--- src/rtl/spike_rate_decoder.sv ---
// Spike-train decoder: counts spikes and the latest inter-spike interval over a
// programmable window, presenting each window's result on a valid/ready port.
module spike_rate_decoder #(
  parameter int CNT_W = 8
) (
  input  logic             clk,
  input  logic             reset,
  input  logic             spike_in,
  input  logic             enable,
  input  logic [CNT_W-1:0] window_len,
  output logic [CNT_W-1:0] rate_out,
  output logic [CNT_W-1:0] isi_out,
  output logic             missed_out,
  output logic             out_valid,
  input  logic             out_ready,
  output logic             busy
);
  typedef enum logic [1:0] {S_IDLE, S_COUNT, S_HOLD} state_t;
  localparam logic [CNT_W-1:0] MAX = '1;

  state_t           r_state, w_state_n;
  logic [CNT_W-1:0] r_len, r_cyc, r_spk, r_tmr, r_last_isi;
  logic             r_seen, r_missed;
  logic [CNT_W-1:0] r_rate, r_isi, r_p_rate, r_p_isi;
  logic             r_miss_o, r_p_miss, r_valid;

  logic [CNT_W-1:0] w_spk_n, w_tmr_inc, w_last_n;
  logic             w_end, w_go, w_start, w_load_new, w_load_pend, w_store_pend;

  // Next-cycle counter values; a window-end result is taken from these so the
  // closing edge's own sample is included.
  assign w_tmr_inc = (r_tmr == MAX) ? MAX : r_tmr + 1'b1;
  assign w_spk_n   = (spike_in && r_spk != MAX) ? r_spk + 1'b1 : r_spk;
  assign w_last_n  = (spike_in && r_seen) ? w_tmr_inc : r_last_isi;
  assign w_end     = (r_state == S_COUNT) && (r_cyc == r_len - 1'b1);
  assign w_go      = enable && (window_len != '0);

  always_comb begin
    w_state_n    = r_state;
    w_start      = 1'b0;
    w_load_new   = 1'b0;
    w_load_pend  = 1'b0;
    w_store_pend = 1'b0;
    case (r_state)
      S_IDLE: begin
        if (w_go) begin
          w_start   = 1'b1;
          w_state_n = S_COUNT;
        end
      end
      S_COUNT: begin
        if (w_end) begin
          if (!r_valid || out_ready) begin
            w_load_new = 1'b1;
            w_start    = w_go;
            w_state_n  = w_go ? S_COUNT : S_IDLE;
          end else begin
            w_store_pend = 1'b1;
            w_state_n    = S_HOLD;
          end
        end
      end
      S_HOLD: begin
        if (out_ready) begin
          w_load_pend = 1'b1;
          w_start     = w_go;
          w_state_n   = w_go ? S_COUNT : S_IDLE;
        end
      end
      default: w_state_n = S_IDLE;
    endcase
  end

  always_ff @(posedge clk) begin
    if (reset) begin
      r_state    <= S_IDLE;
      r_len      <= '0;
      r_cyc      <= '0;
      r_spk      <= '0;
      r_tmr      <= '0;
      r_last_isi <= '0;
      r_seen     <= 1'b0;
      r_missed   <= 1'b0;
      r_rate     <= '0;
      r_isi      <= '0;
      r_miss_o   <= 1'b0;
      r_p_rate   <= '0;
      r_p_isi    <= '0;
      r_p_miss   <= 1'b0;
      r_valid    <= 1'b0;
    end else begin
      r_state <= w_state_n;

      if (w_load_new || w_load_pend) r_valid <= 1'b1;
      else if (r_valid && out_ready) r_valid <= 1'b0;

      if (w_load_new) begin
        r_rate   <= w_spk_n;
        r_isi    <= w_last_n;
        r_miss_o <= r_missed;
      end else if (w_load_pend) begin
        r_rate   <= r_p_rate;
        r_isi    <= r_p_isi;
        r_miss_o <= r_p_miss;
      end

      if (w_store_pend) begin
        r_p_rate <= w_spk_n;
        r_p_isi  <= w_last_n;
        r_p_miss <= r_missed;
      end

      if (w_load_new || w_store_pend) r_missed <= 1'b0;
      else if (r_state == S_HOLD && spike_in) r_missed <= 1'b1;

      // A restart wins over the final count update: the result already took it.
      if (w_start) begin
        r_len      <= window_len;
        r_cyc      <= '0;
        r_spk      <= '0;
        r_tmr      <= '0;
        r_last_isi <= '0;
        r_seen     <= 1'b0;
      end else if (r_state == S_COUNT) begin
        r_spk      <= w_spk_n;
        r_tmr      <= spike_in ? '0 : w_tmr_inc;
        r_last_isi <= w_last_n;
        r_seen     <= r_seen | spike_in;
        r_cyc      <= r_cyc + 1'b1;
      end
    end
  end

  assign rate_out   = r_rate;
  assign isi_out    = r_isi;
  assign missed_out = r_miss_o;
  assign out_valid  = r_valid;
  assign busy       = (r_state != S_IDLE);
endmodule

--- config.mk ---
export PLATFORM = sky130hd
export DESIGN_NAME = spike_rate_decoder
export DESIGN_NICKNAME = d
export VERILOG_FILES = /design/src/rtl/spike_rate_decoder.sv
export SDC_FILE = /design/constraint.sdc
export NUM_CORES = 1
export LEC_CHECK = 0
export BUFFER_PORTS_ARGS = -buffer_cell sky130_fd_sc_hd__buf_2
export CELL_PAD_IN_SITES_DETAIL_PLACEMENT = 1
export CELL_PAD_IN_SITES_GLOBAL_PLACEMENT = 2
export CORE_ASPECT_RATIO = 0.7
export CORE_MARGIN = 3
export CORE_UTILIZATION = 36
export CTS_CLUSTER_DIAMETER = 120
export DETAILED_ROUTE_END_ITERATION = 12
export GPL_TIMING_DRIVEN = 0
export PLACE_DENSITY = 0.8
export REMOVE_ABC_BUFFERS = 1
export SYNTH_ARGS = -nofsm -noshare
export SYNTH_HDL_FRONTEND = slang
export SYNTH_SLANG_ARGS = --single-unit
export TNS_END_PERCENT = 1
--- constraint.sdc ---
create_clock -name clk -period 2.4 [get_ports clk]
set_input_delay 0.48 -clock clk [delete_from_list [all_inputs] [get_ports clk]]
set_output_delay 0.48 -clock clk [all_outputs]
set_load 0.02 [all_outputs]
==> key figures <==
Cells and area
  – Nets: 546
  – ANT cells: 0
  – Non-Filler Instances: 686
  – Design area: 5130 µm²
  – Area growth syn-to-layout: 24.2%
  – Post-Route Utilization: 0.462
  – Share of layout cells above drive strength 1: 0.242

Die
  – Die area: 12800 µm²
  – Initial core utilization: 0.372
  – Die width: 134 µm
  – I/O pins: 32
  – Die H: 95.6 µm
  – Rows: 32
  – Core box area: 11100 µm²

Critical path
  – Reg2reg start: r_len[0]$_SDFFE_PP0P_
  – Type of origin of the critical path: flip-flop
  – Slowest CP cell: dfxtp_4
  – Setup crit end kind: flip-flop
  – CP Max Fanout: 6
  – CP cell instances: inv_2, ha_4, nor3b_4, buf_6, and3_4, o211a_4, o31ai_4, buf_6, o221ai_4, clkbuf_16, nor3_2
  – Crit-path max cell delay: 0.37 ns
  – Most used cell, CP: buf_6
  – Worst Path Class, Setup: flip-flop to flip-flop
  – WP data required: 2.66 ns
  – WP data arrival: 2.66 ns
  – Critical Path Start: r_len[0]$_SDFFE_PP0P_

Timing
  – Minimum clock period: 2.40 ns
  – Max Freq: 417 MHz
  – Setup violators final: 1
  – Final WS setup: -0.000490 ns
  – Final Hold Vio Count: 0
  – Fin Hold WS: 0.390 ns
  – Final Skew: 0.00611 ns
  – Worst-margin pin slew: 0.636 ns
  – Crit share post-route: 1.00
  – Relative slew slack: 0.576
  – Slew Limit Fails: 0

Route
  – Initial DRC count: 186
  – First drt pass iteration count: 4
  – Vias/cell: 5.46
  – Via count: 3745
  – DRC viols: 0
  – DRT Wirelength: 12.6 mm
  – Post-DRT Antenna Nets: 0
  – WL/cell: 18.4 µm

Clocking
  – Root Buffer Master: clkbuf_16
  – CTS H-Tree Depth: 3
  – Clock slew at reported path FFs: 0.06 ns
  – TritonCTS clock tree: built
  – Cts bufs inserted: 9
  – Worst skew pair latency: 0.34 ns
  – Clock sinks: 79
  – Clock Tree Buf Depth: 2

Flow run
  – Max Cap Viol: 0

Power and ir drop
  – Pint: 2.39 mW
  – Clock share of power: 0.464
  – Switch share: 0.246
  – P_leak: 1.81 nW
  – Max VDD drop: 0.000359 V
  – Net Switching: 780 µW
  – Pwr per Cell Area: 617 nW/µm²
  – Sequential power share: 0.429
  – Combinational fraction of design power: 0.106

Outcome
  – Outcome: complete, but fails checks
  – Failing checks: setup timing

Yosys
  – Largest cells by area after synthesis: dfxtp_1, a21oi_1, nand2_1, mux2i_1, xnor2_1
  – Synth warnings: 0
  – Synth Register Bits: 79
  – Mapped cell area: 4130 µm²
  – Count leader, synth: dfxtp_1
  – Async SR Flop Fraction: 0
  – Post-Syn Instances: 492
  – Sequential fraction of the synthesis area: 0.383
  – Post-synth EDFFs: 0
  – Synth top cells by count: dfxtp_1, nand2_1, a21oi_1
  – Area share of the largest cell type after synthesis: 0.383
  – Avg Synthesized Cell Area: 8.39 µm²
  – Synth area leader: dfxtp_1
  – Synth unique cells: 60
  – Primary FF master, synth: dfxtp_1

Placed design
  – Worst slack, placed: -1.02 ns
  – DP Cell Count: 646
  – GP Congestion: 0.754
  – Port Buffers: 31
  – Dpl cell area: 4400 µm²
  – DP Wirelength: 7.72 mm

Global routing
  – Initial antenna violation count: 0
  – First-pass GRT wire length: 20.0 mm
  – Largest net degree at the start of global routing: 38
  – Gr usage total: 0.198
  – Vias in the first global route: 3805
  – Remaining Overflow, GRT: 0

Hold path
  – Hold crit path type: primary input to flip-flop
  – Min-Delay Startpoint: window_len[3]
==> power by group through the flow <==
stage | Combinational [mW] | Clock [mW] | Sequential, mW
4_1_cts | 0.288 | 1.50 | 1.36
2_1_floorplan | 0.170 | 0 | 1.38
3_3_place_gp | 0.242 | 0 | 1.38
6_report | 0.337 | 1.47 | 1.36
3_5_place_dp | 0.266 | 0 | 1.38
5_1_grt | 0.367 | 1.57 | 1.36
==> per-stage QoR <==
stage / total power, mW / TNS [ns]
after CTS: 3.15 / -0.198
final: 3.17 / -0.000490
after global routing: 3.30 / -2.15
after global placement: 1.63 / -127.63
after floorplan: 1.55 / -37.94
after detailed placement: 1.65 / -44.08
==> routing by layer <==
metal / vias to the layer above / part of all wire / GRT usage / wire length [µm]
met3: 15 / 0.029 / 0.0448 / 369
met1: 1842 / 0.50 / 0.272 / 6330
li1: 1843 / - / - / -
met2: 45 / 0.46 / 0.315 / 5760
met4: 0 / 0.013 / 0.0517 / 159
met5: - / 0 / 0 / 0
==> final timing paths <==
check                               endpoint  depth (start not counted)  slack, ns
hold reg to reg   r_last_isi[5]$_SDFFE_PP0P_                          2       0.46
setup reg to reg       r_tmr[7]$_SDFFE_PP0P_                         11    -0.0005
hold / removal         r_len[3]$_SDFFE_PP0P_                          3       0.39
setup / recovery       r_tmr[7]$_SDFFE_PP0P_                         11    -0.0005
==> worst max-delay path: cells and delay by family, from the launching register on <==
family	cells	cell delay (ns)
compound gates	3	0.72
fa+ha+maj	1	0.15
buf+inv	4	0.57
flops	1	0.37
simple gates	3	0.50
==> sequential cells by signal (all words and copies together), names as in the netlist <==
name / count
r_last_isi: 8
r_state: 2
out_valid: 1
missed_out: 1
r_p_rate: 8
r_missed: 1
r_cyc: 8
r_p_isi: 8
r_len: 8
rate_out: 8
r_seen: 1
isi_out: 8
r_spk: 8
r_p_miss: 1
r_tmr: 8
==> cell families after synthesis <==
logic type | Yosys count | share of synthesized area
AND/OR/NAND/NOR | 187 | 0.237
AO/OA/AOI/OAI | 127 | 0.211
flip-flops | 79 | 0.383
buffers and inverters | 50 | 0.0566
XOR/XNOR | 29 | 0.0615
multiplexers | 16 | 0.0388
adder cells (fa/ha/maj) | 4 | 0.0121
==> layout make-up <==
type	instances	area [µm²]
timing repair inverter	1	7.51
fill	1307	5960
clock inverter	4	70.1
inverter	16	63.8
clock buffer	11	243
multi-input combinational	364	2530
tap	153	191
sequential	79	1590
timing repair buffer	58	428
==> cells in the final DEF, fill, tap and decap left out, types with 4 or more instances in the layout <==
cell / count
a211oi_1: 5
a21oi_1: 43
a31oi_1: 7
a41oi_1: 5
and2_1: 4
and3_1: 9
buf_2: 30
buf_4: 17
buf_6: 6
clkbuf_16: 10
dfxtp_1: 75
inv_1: 13
mux2i_1: 16
nand2_1: 51
nand3_1: 29
nand4_1: 9
nor2_1: 36
nor3_1: 8
nor3_2: 5
o21ai_0: 27
o311ai_2: 6
xnor2_1: 16
xor2_1: 11
==> timing repair <==
action,in CTS,in global routing
resized for setup,17,37
setup buffers,10,11
hold buffers,0,0
pin swaps,7,8
cloned,2,2
endpoints found under the setup margin,79,66
(Power assumes the default switching activity.)
